[src/rtl/gpio_pkg.sv]
// gpio_pkg -- shared definitions for the GPIO port.
//   Register index constants for the 2-bit register address space and the
//   request/response handshake FSM state type.
package gpio_pkg;

  localparam logic [1:0] ADDR_DOUT = 2'd0;  // output data, read/write
  localparam logic [1:0] ADDR_DIN  = 2'd1;  // synchronized pins, read-only
  localparam logic [1:0] ADDR_EDGE = 2'd2;  // rising-edge status, write-1-to-clear
  localparam logic [1:0] ADDR_MASK = 2'd3;  // interrupt mask, read/write

  typedef enum logic {
    ST_IDLE = 1'b0,
    ST_RESP = 1'b1
  } gpio_state_t;

endpackage : gpio_pkg

[src/rtl/gpio_sync.sv]
// gpio_sync -- multi-flop synchronizer for asynchronous pad inputs.
//   Parameters: WIDTH (bits), SYNC_STAGES (flop depth, must be >= 2).
//   Ports:
//     clk  in   clock, rising edge
//     rst  in   asynchronous active-low reset (all flops to 0)
//     d    in   WIDTH asynchronous inputs
//     q    out  WIDTH synchronized outputs
//     vld  out  high once q carries a sample taken after reset release
module gpio_sync #(
  parameter int WIDTH       = 8,
  parameter int SYNC_STAGES = 2
) (
  input  logic             clk,
  input  logic             rst,
  input  logic [WIDTH-1:0] d,
  output logic [WIDTH-1:0] q,
  output logic             vld
);

  logic [WIDTH-1:0]       stage_q [SYNC_STAGES];
  logic [SYNC_STAGES-1:0] vld_q;

  // Stage chain: stage 0 samples the pad, the last stage feeds the core.
  // A 1 is shifted alongside the data so downstream logic can tell real
  // samples from the reset-zeroed contents of the chain.
  always_ff @(posedge clk or negedge rst) begin
    if (!rst) begin
      for (int i = 0; i < SYNC_STAGES; i++) begin
        stage_q[i] <= '0;
      end
      vld_q <= '0;
    end else begin
      stage_q[0] <= d;
      for (int i = 1; i < SYNC_STAGES; i++) begin
        stage_q[i] <= stage_q[i-1];
      end
      vld_q <= {vld_q[SYNC_STAGES-2:0], 1'b1};
    end
  end

  assign q   = stage_q[SYNC_STAGES-1];
  assign vld = vld_q[SYNC_STAGES-1];

endmodule : gpio_sync

[src/rtl/gpio_port.sv]
// gpio_port -- register-mapped GPIO block with a valid/ready request and
// response channel.
//   Optional feature macro: GPIO_PORT_IRQ_EN builds the EDGE/MASK registers
//   and the interrupt; without it addresses 2/3 read as 0, writes to them are
//   dropped (still acknowledged) and irq is tied low.
//   Parameters: WIDTH (pins per direction), SYNC_STAGES (synchronizer depth >= 2).
//   Ports:
//     clk          in   clock, rising edge
//     rst          in   asynchronous active-low reset
//     input_pins   in   WIDTH asynchronous pad inputs
//     output_pins  out  WIDTH registered pad outputs (DOUT)
//     req_valid    in   request present
//     req_ready    out  request accepted when high with req_valid
//     req_wr       in   1 = write, 0 = read
//     req_addr     in   register index (see gpio_pkg)
//     req_wdata    in   WIDTH write data
//     rsp_valid    out  response present
//     rsp_ready    in   response consumed when high with rsp_valid
//     rsp_rdata    out  WIDTH read data, 0 for write responses
//     irq          out  level interrupt, registered |(EDGE & MASK)
module gpio_port
  import gpio_pkg::*;
#(
  parameter int WIDTH       = 8,
  parameter int SYNC_STAGES = 2
) (
  input  logic             clk,
  input  logic             rst,
  input  logic [WIDTH-1:0] input_pins,
  output logic [WIDTH-1:0] output_pins,
  input  logic             req_valid,
  output logic             req_ready,
  input  logic             req_wr,
  input  logic [1:0]       req_addr,
  input  logic [WIDTH-1:0] req_wdata,
  output logic             rsp_valid,
  input  logic             rsp_ready,
  output logic [WIDTH-1:0] rsp_rdata,
  output logic             irq
);

  gpio_state_t      state_q, state_d;
  logic             accept;
  logic [WIDTH-1:0] dout_q;
  logic [WIDTH-1:0] din;
  logic             din_vld;
  logic [WIDTH-1:0] rd_mux;
  logic [WIDTH-1:0] rsp_rdata_q;

  gpio_sync #(
    .WIDTH       (WIDTH),
    .SYNC_STAGES (SYNC_STAGES)
  ) u_sync (
    .clk (clk),
    .rst (rst),
    .d   (input_pins),
    .q   (din),
    .vld (din_vld)
  );

  // Handshake FSM
  always_ff @(posedge clk or negedge rst) begin
    if (!rst) begin
      state_q <= ST_IDLE;
    end else begin
      state_q <= state_d;
    end
  end

  always_comb begin
    state_d   = state_q;
    req_ready = 1'b0;
    rsp_valid = 1'b0;
    case (state_q)
      ST_IDLE: begin
        req_ready = 1'b1;
        if (req_valid) state_d = ST_RESP;
      end
      ST_RESP: begin
        rsp_valid = 1'b1;
        if (rsp_ready) state_d = ST_IDLE;
      end
      default: state_d = ST_IDLE;
    endcase
  end

  assign accept = req_valid && req_ready;

`ifdef GPIO_PORT_IRQ_EN
  logic [WIDTH-1:0] edge_q;
  logic [WIDTH-1:0] mask_q;
  logic [WIDTH-1:0] prev_q;
  logic             prev_vld_q;
  logic             irq_q;
  logic [WIDTH-1:0] rise;
  logic [WIDTH-1:0] w1c;

  // Only compare two real samples; the first sample after reset merely
  // primes prev_q, so pins already high at release do not flag an edge.
  assign rise = din & ~prev_q & {WIDTH{prev_vld_q}};
  assign w1c  = (accept && req_wr && (req_addr == ADDR_EDGE)) ? req_wdata : '0;

  // Edge detect / status / interrupt
  always_ff @(posedge clk or negedge rst) begin
    if (!rst) begin
      prev_q     <= '0;
      prev_vld_q <= 1'b0;
      edge_q     <= '0;
      mask_q     <= '0;
      irq_q      <= 1'b0;
    end else begin
      prev_q     <= din;
      prev_vld_q <= din_vld;
      // Clear first, then OR in new edges: a coincident edge survives.
      edge_q     <= (edge_q & ~w1c) | rise;
      if (accept && req_wr && (req_addr == ADDR_MASK)) begin
        mask_q <= req_wdata;
      end
      irq_q      <= |(edge_q & mask_q);
    end
  end

  assign irq = irq_q;
`else
  logic unused_din_vld;
  assign unused_din_vld = din_vld;
  assign irq            = 1'b0;
`endif

  always_comb begin
    rd_mux = '0;
    case (req_addr)
      ADDR_DOUT: rd_mux = dout_q;
      ADDR_DIN:  rd_mux = din;
`ifdef GPIO_PORT_IRQ_EN
      ADDR_EDGE: rd_mux = edge_q;
      ADDR_MASK: rd_mux = mask_q;
`endif
      default:   rd_mux = '0;
    endcase
  end

  // Register write / response capture
  always_ff @(posedge clk or negedge rst) begin
    if (!rst) begin
      dout_q      <= '0;
      rsp_rdata_q <= '0;
    end else if (accept) begin
      if (req_wr && (req_addr == ADDR_DOUT)) begin
        dout_q <= req_wdata;
      end
      // Loaded only on accept, so it holds steady for the whole RESP phase.
      rsp_rdata_q <= req_wr ? '0 : rd_mux;
    end
  end

  assign output_pins = dout_q;
  assign rsp_rdata   = rsp_rdata_q;

endmodule : gpio_port

[config.mk]
export PLATFORM = sky130hd
export DESIGN_NAME = gpio_port
export DESIGN_NICKNAME = d
export VERILOG_FILES = /design/src/rtl/gpio_pkg.sv /design/src/rtl/gpio_sync.sv /design/src/rtl/gpio_port.sv
export SDC_FILE = /design/constraint.sdc
export NUM_CORES = 1
export LEC_CHECK = 0
export BUFFER_PORTS_ARGS = -buffer_cell sky130_fd_sc_hd__buf_4
export CORE_UTILIZATION = 25
export CTS_BUF_LIST = sky130_fd_sc_hd__clkbuf_4 sky130_fd_sc_hd__clkbuf_8 sky130_fd_sc_hd__clkbuf_16
export DETAILED_ROUTE_END_ITERATION = 12
export HOLD_SLACK_MARGIN = 0.12
export PLACE_DENSITY = 0.52
export SLEW_MARGIN = 20
export SYNTH_ARGS = -nofsm -noshare
export SYNTH_HDL_FRONTEND = slang
export SYNTH_SLANG_ARGS = --single-unit
[constraint.sdc]
create_clock -name clk -period 1.6 [get_ports clk]
set_input_delay 0.16 -clock clk [delete_from_list [all_inputs] [get_ports clk]]
set_output_delay 0.16 -clock clk [all_outputs]
set_load 0.02 [all_outputs]
==> results.ini, run 1 <==
[worst_setup_path]
worstSetupStartpointType=flip-flop
cp_max_fo=5
required_ns=1.76
path_class=flip-flop to flip-flop
cp_data_arrival_time_ns=1.67
endpoint_kind=flip-flop
worstRegToRegCells=4

[sta]
final_max_slew_viol_count=0
setup_viol_count_final=0
setup-tns-final_ns=0
hold_viol=0
period_share_pct=94.2
finalHoldWorstSlack_ns=0.320
fmax_mhz=663
finalCriticalPeriod_ns=1.51
finClkSkew_ns=0.00595
rsz0062_at_grt=false

[power]
p_leak_uw=0.000886
ir_drop_mv=0.614
p_per_area_mw_per_mm2=1320

[final_layout]
diodes=0
final_area_sq_mm=0.00182
drive_gt1_share_pct=43.6
nets=162
layout_common_cells=buf_4, dfrtp_1, dlygate4sd3_1
fin_cells=192
nFillCells=432
fin_util_pct=41.6
final_common_cell=buf_4
syn2layout_area_growth_pct=59.0

[grt]
grt_antenna_before_repair=0
grt_use_total_pct=10.4
overflow=0
grt_pass1_vias=809
grt_start_max_net_pins=34
grt_pass1_wl_um=3730

[clock_network]
cts_hold_buf=18
cts_buffers=5
post_cts_buffers=0
htreeDepth=2
root_buffer=clkbuf_8
clkSlewWorstSetupHoldPaths_ns=0.07
clock-sinks=33
cts.repair.resized=0
cts_tree=done
clk_latency_ns=0.28
cts_max_path_buffers=2

[place]
placed_area_sq_mm=0.00151
placedCellCount=166
dp_hpwl_um=1620
io_buffers=40
gp_congestion=0.739

[logic_synthesis]
synth_cells=75
ys_ff_latch=33
synth_nets=98
yosysWarningCount=0
ys_seq_area_share_pct=72.0
syn_area_per_cell_sq_um=15.3
synth_cell_types=12
synthesis.area_sq_mm=0.00115

[die]
design.core.area_sq_mm=0.00438
initial_core_util_pct=26.2
fp.dieH_um=69.7
dieArea_sq_mm=0.00486
die_w_um=69.7
io_pins=42
rows=24

[routing]
vias=784
wl_per_cell_um=11.9
drcViolationCount=0
vias_per_cell=4.08
routed_wl_um=2290
first_pass_iters=4
ant_nets=0
drt-initial-drc-count=15

[min_path]
hp-class=input pin to flip-flop
min_path_cells=4

[run]
cap_violations=0

[outcome]
outcome=finished clean

synth_stat cells:
library cell,n,share of area [%]
dfrtp_1,33,72
or3_1,1,0.55
o21ai_0,9,3.9
conb_1,1,0.33
buf_4,2,1.3
buf_2,2,0.87
nor4b_4,1,2.1
inv_1,1,0.33
mux2_2,8,7.9
mux2i_1,8,7.0
nand2b_4,1,1.2
nand2_1,8,2.6
cells by family after synthesis:
| kind of cell | synth area share (%) |
|---|---|
| AOI/OAI and AO/OA | 3.93 |
| buffers and inverters | 2.51 |
| DFF | 72.0 |
| muxes | 14.8 |
| other | 0.327 |
| and+or+nand+nor | 6.43 |
critical path, cell delays in order, from the launching register on:
cell	delay (ns)
dfrtp_1	0.39
nand2b_4	0.16
nor4b_4	0.28
buf_4	0.21
mux2_2	0.33
per-stage QoR:
stage          setup slack (ns)  total power (uW)
2_1_floorplan            0.0300              1250
3_3_place_gp              0.108              1490
3_5_place_dp              0.104              1500
4_1_cts                  0.0855              2450
5_1_grt                  0.0481              2520
6_report                 0.0922              2410
sequential cells by signal, summed over array words and instances, names as in the netlist:
signal	cells
output_pins	8
u_sync.q	8
u_sync.stage_q	8
rsp_rdata	8
state_q	1
routing by layer:
metal	share of wire (%)	global-route usage [%]	vias up
met3	7.8	4.07	6
met1	41	11.5	370
met4	2.2	6.67	0
li1	-	-	376
met5	0	0	-
met2	49	16.7	32
path summary, 6_finish.rpt:
check                      slack, ns                        start                           end
max                             0.09            state_q$_DFF_PN0_    output_pins[7]$_DFFE_PN0P_
min reg2reg                     0.35  u_sync.stage_q[8]$_DFF_PN0_         u_sync.q[0]$_DFF_PN0_
max reg2reg                     0.09            state_q$_DFF_PN0_    output_pins[7]$_DFFE_PN0P_
min                             0.32                    req_valid             state_q$_DFF_PN0_
min in group asynchronous       0.35                          rst  u_sync.stage_q[10]$_DFF_PN0_
max in group asynchronous       0.96                          rst         u_sync.q[7]$_DFF_PN0_
where the power goes:
group / leakage, uW / switching, uW / internal (uW)
combinational: 0.000413 / 238 / 256
sequential: 0.000405 / 68.3 / 942
clock: 0.0000681 / 288 / 618
total: 0.000886 / 594 / 1820
final cells by class:
cell class	instances	area, sq um	area share, %
multi-input combinational	37	293	16.0
clock inverter	3	65.1	3.57
sequential	33	826	45.3
inverter	1	3.75	0.206
clock buffer	5	68.8	3.77
tap	52	65.1	3.57
timing repair buffer	61	503	27.6
No activity file was read; power rests on OpenSTA's default activity.
==> inputs of run 2 (changes only) <==
--- a/config.mk
+++ b/config.mk
@@ -6,11 +6,12 @@
 export NUM_CORES = 1
 export LEC_CHECK = 0
 export BUFFER_PORTS_ARGS = -buffer_cell sky130_fd_sc_hd__buf_4
+export CORE_ASPECT_RATIO = 0.6
 export CORE_UTILIZATION = 25
 export CTS_BUF_LIST = sky130_fd_sc_hd__clkbuf_4 sky130_fd_sc_hd__clkbuf_8 sky130_fd_sc_hd__clkbuf_16
 export DETAILED_ROUTE_END_ITERATION = 12
 export HOLD_SLACK_MARGIN = 0.12
-export PLACE_DENSITY = 0.52
+export PLACE_DENSITY = 0.55
 export SLEW_MARGIN = 20
 export SYNTH_ARGS = -nofsm -noshare
 export SYNTH_HDL_FRONTEND = slang
==> results.ini, run 2 (synthesized netlist as in run 1, its figures left out) <==
[grt]
grt_antenna_before_repair=0  ; unchanged
grt_start_max_net_pins=34  ; unchanged
grt_use_total_pct=11.9  ; was 10.4%
overflow=0  ; unchanged
grt_pass1_wl_um=3970  ; was 3730 um
grt_pass1_vias=855  ; was 809

[routing]
drcViolationCount=0  ; unchanged
first_pass_iters=4  ; unchanged
routed_wl_um=2460  ; was 2290 um
vias=808  ; was 784
vias_per_cell=4.02  ; was 4.08
drt-initial-drc-count=20  ; was 15
ant_nets=0  ; unchanged
wl_per_cell_um=12.2  ; was 11.9 um

[final_layout]
final_common_cell=buf_4  ; unchanged
multi_input_area_sq_um=293  ; unchanged
seq_area_sq_um=826  ; unchanged
layout_common_cells=buf_4, dfrtp_1, dlygate4sd3_1  ; unchanged
fin_util_pct=42.5  ; was 41.6%
syn2layout_area_growth_pct=57.7  ; was 59.0%
nFillCells=408  ; was 432
drive_gt1_share_pct=44.0  ; was 43.6%
final_area_sq_mm=0.00181  ; was 0.00182 sq mm
nets=163  ; was 162
diodes=0  ; unchanged

[die]
io_pins=42  ; unchanged
design.core.area_sq_mm=0.00426  ; was 0.00438 sq mm
dieArea_sq_mm=0.00487  ; was 0.00486 sq mm
fp.dieH_um=54.5  ; was 69.7 um
initial_core_util_pct=27.0  ; was 26.2%
die_w_um=89.5  ; was 69.7 um
rows=18  ; was 24

[worst_setup_path]
cp_data_arrival_time_ns=1.64  ; was 1.67 ns
worstSetupStartpointType=flip-flop  ; unchanged
cp_max_fo=6  ; was 5
crit_path_max_incr_delay_ns=0.40  ; was 0.39 ns
endpoint_kind=flip-flop  ; unchanged
required_ns=1.77  ; was 1.76 ns
path_class=flip-flop to flip-flop  ; unchanged
slowest_stage=dfrtp_1  ; unchanged
cp_cell_sequence=nand2b_4 > nor4b_4 > buf_4 > mux2_2  ; unchanged

[sta]
setup_slack_ns=0.127  ; was 0.0922 ns
period_share_pct=92.0  ; was 94.2%
fmax_mhz=679  ; was 663 MHz
finalCriticalPeriod_ns=1.47  ; was 1.51 ns
finClkSkew_ns=0.00250  ; was 0.00595 ns
rsz0062_at_grt=false  ; unchanged
final_max_slew_viol_count=0  ; unchanged
setup-tns-final_ns=0  ; unchanged
hold_viol=0  ; unchanged
setup_viol_count_final=0  ; unchanged

[power]
p_leak_uw=0.000877  ; was 0.000886 uW
power_uw=2200  ; was 2410 uW
ir_drop_mv=0.468  ; was 0.614 mV
p_per_area_mw_per_mm2=1210  ; was 1320 mW/mm^2

[place]
pre_cts_slack_ns=0.122  ; was 0.104 ns
dp_hpwl_um=1810  ; was 1620 um
placed_area_sq_mm=0.00153  ; was 0.00151 sq mm
gp_congestion=0.684  ; was 0.739
io_buffers=40  ; unchanged

[clock_network]
cts_buffers=5  ; unchanged
htreeDepth=2  ; unchanged
clk_latency_ns=0.28  ; about the same
root_buffer=clkbuf_8  ; unchanged
cts_tree=done  ; unchanged
clkSlewWorstSetupHoldPaths_ns=0.07  ; about the same
clock-sinks=33  ; unchanged
cts_max_path_buffers=2  ; unchanged

[min_path]
hp-class=input pin to asynchronous set/reset pin  ; was input pin to flip-flop

[outcome]
outcome=finished clean  ; unchanged

[run]
cap_violations=0  ; unchanged

## run 2: final timing paths
| check | from | to | slack, ns | depth (start not counted) |
|---|---|---|---|---|
| worst min register to register | u_sync.stage_q[12]$_DFF_PN0_ | u_sync.q[4]$_DFF_PN0_ | 0.35 | 0 |
| max in group asynchronous | rst | u_sync.q[3]$_DFF_PN0_ | 0.96 | 2 |
| worst min-delay path | rst | u_sync.stage_q[8]$_DFF_PN0_ | 0.35 | 2 |
| worst max register to register | state_q$_DFF_PN0_ | output_pins[2]$_DFFE_PN0P_ | 0.13 | 4 |
| min in group clk | u_sync.stage_q[12]$_DFF_PN0_ | u_sync.q[4]$_DFF_PN0_ | 0.35 | 0 |
| worst max-delay path | state_q$_DFF_PN0_ | output_pins[2]$_DFFE_PN0P_ | 0.13 | 4 |
## run 2: where the power goes
| part | switching, uW | internal [uW] |
|---|---|---|
| logic | 240 | 258 |
| clock network | 293 | 388 |
| registers | 73.4 | 942 |
## run 2: routing by layer
metal / vias up / track usage (%) / part of all wire (%)
met2: 40 / 18.3 / 43
met5: - / 0 / 0
met4: 0 / 4.76 / 1.6
met1: 385 / 15.0 / 45
met3: 6 / 4.83 / 9.4
li1: 377 / - / -
## run 2: cell type report
cell class / count / area share [%]
Timing Repair Buffer: 62 / 28.2
Clock inverter: 1 / 0.277
Clock buffer: 7 / 5.33
Multi-Input combinational cell: 37 / 16.2
Tap cell: 60 / 4.15
Inverter: 1 / 0.207
Sequential cell: 33 / 45.6
## run 2: per-stage QoR
step,instances,hold slack [ns]
2_1_floorplan,75,-0.136
3_3_place_gp,175,0.116
3_5_place_dp,175,0.126
4_1_cts,200,0.123
5_1_grt,201,0.362
6_report,201,0.346
## run 2: repair_timing
| action | in CTS | in global routing |
|---|---|---|
| gates resized for setup | 0 | 0 |
| setup buffers | 0 | 0 |
| hold buffers | 17 | 1 |
| endpoints found under the hold margin | 49 | 1 |
## run 2: worst max-delay path: cells and delay by family, from the launching register on
kind                   cells  cell delay [ns]
buffers and inverters      1             0.20
DFF                        1             0.40
muxes                      1             0.34
and+or+nand+nor            2             0.42
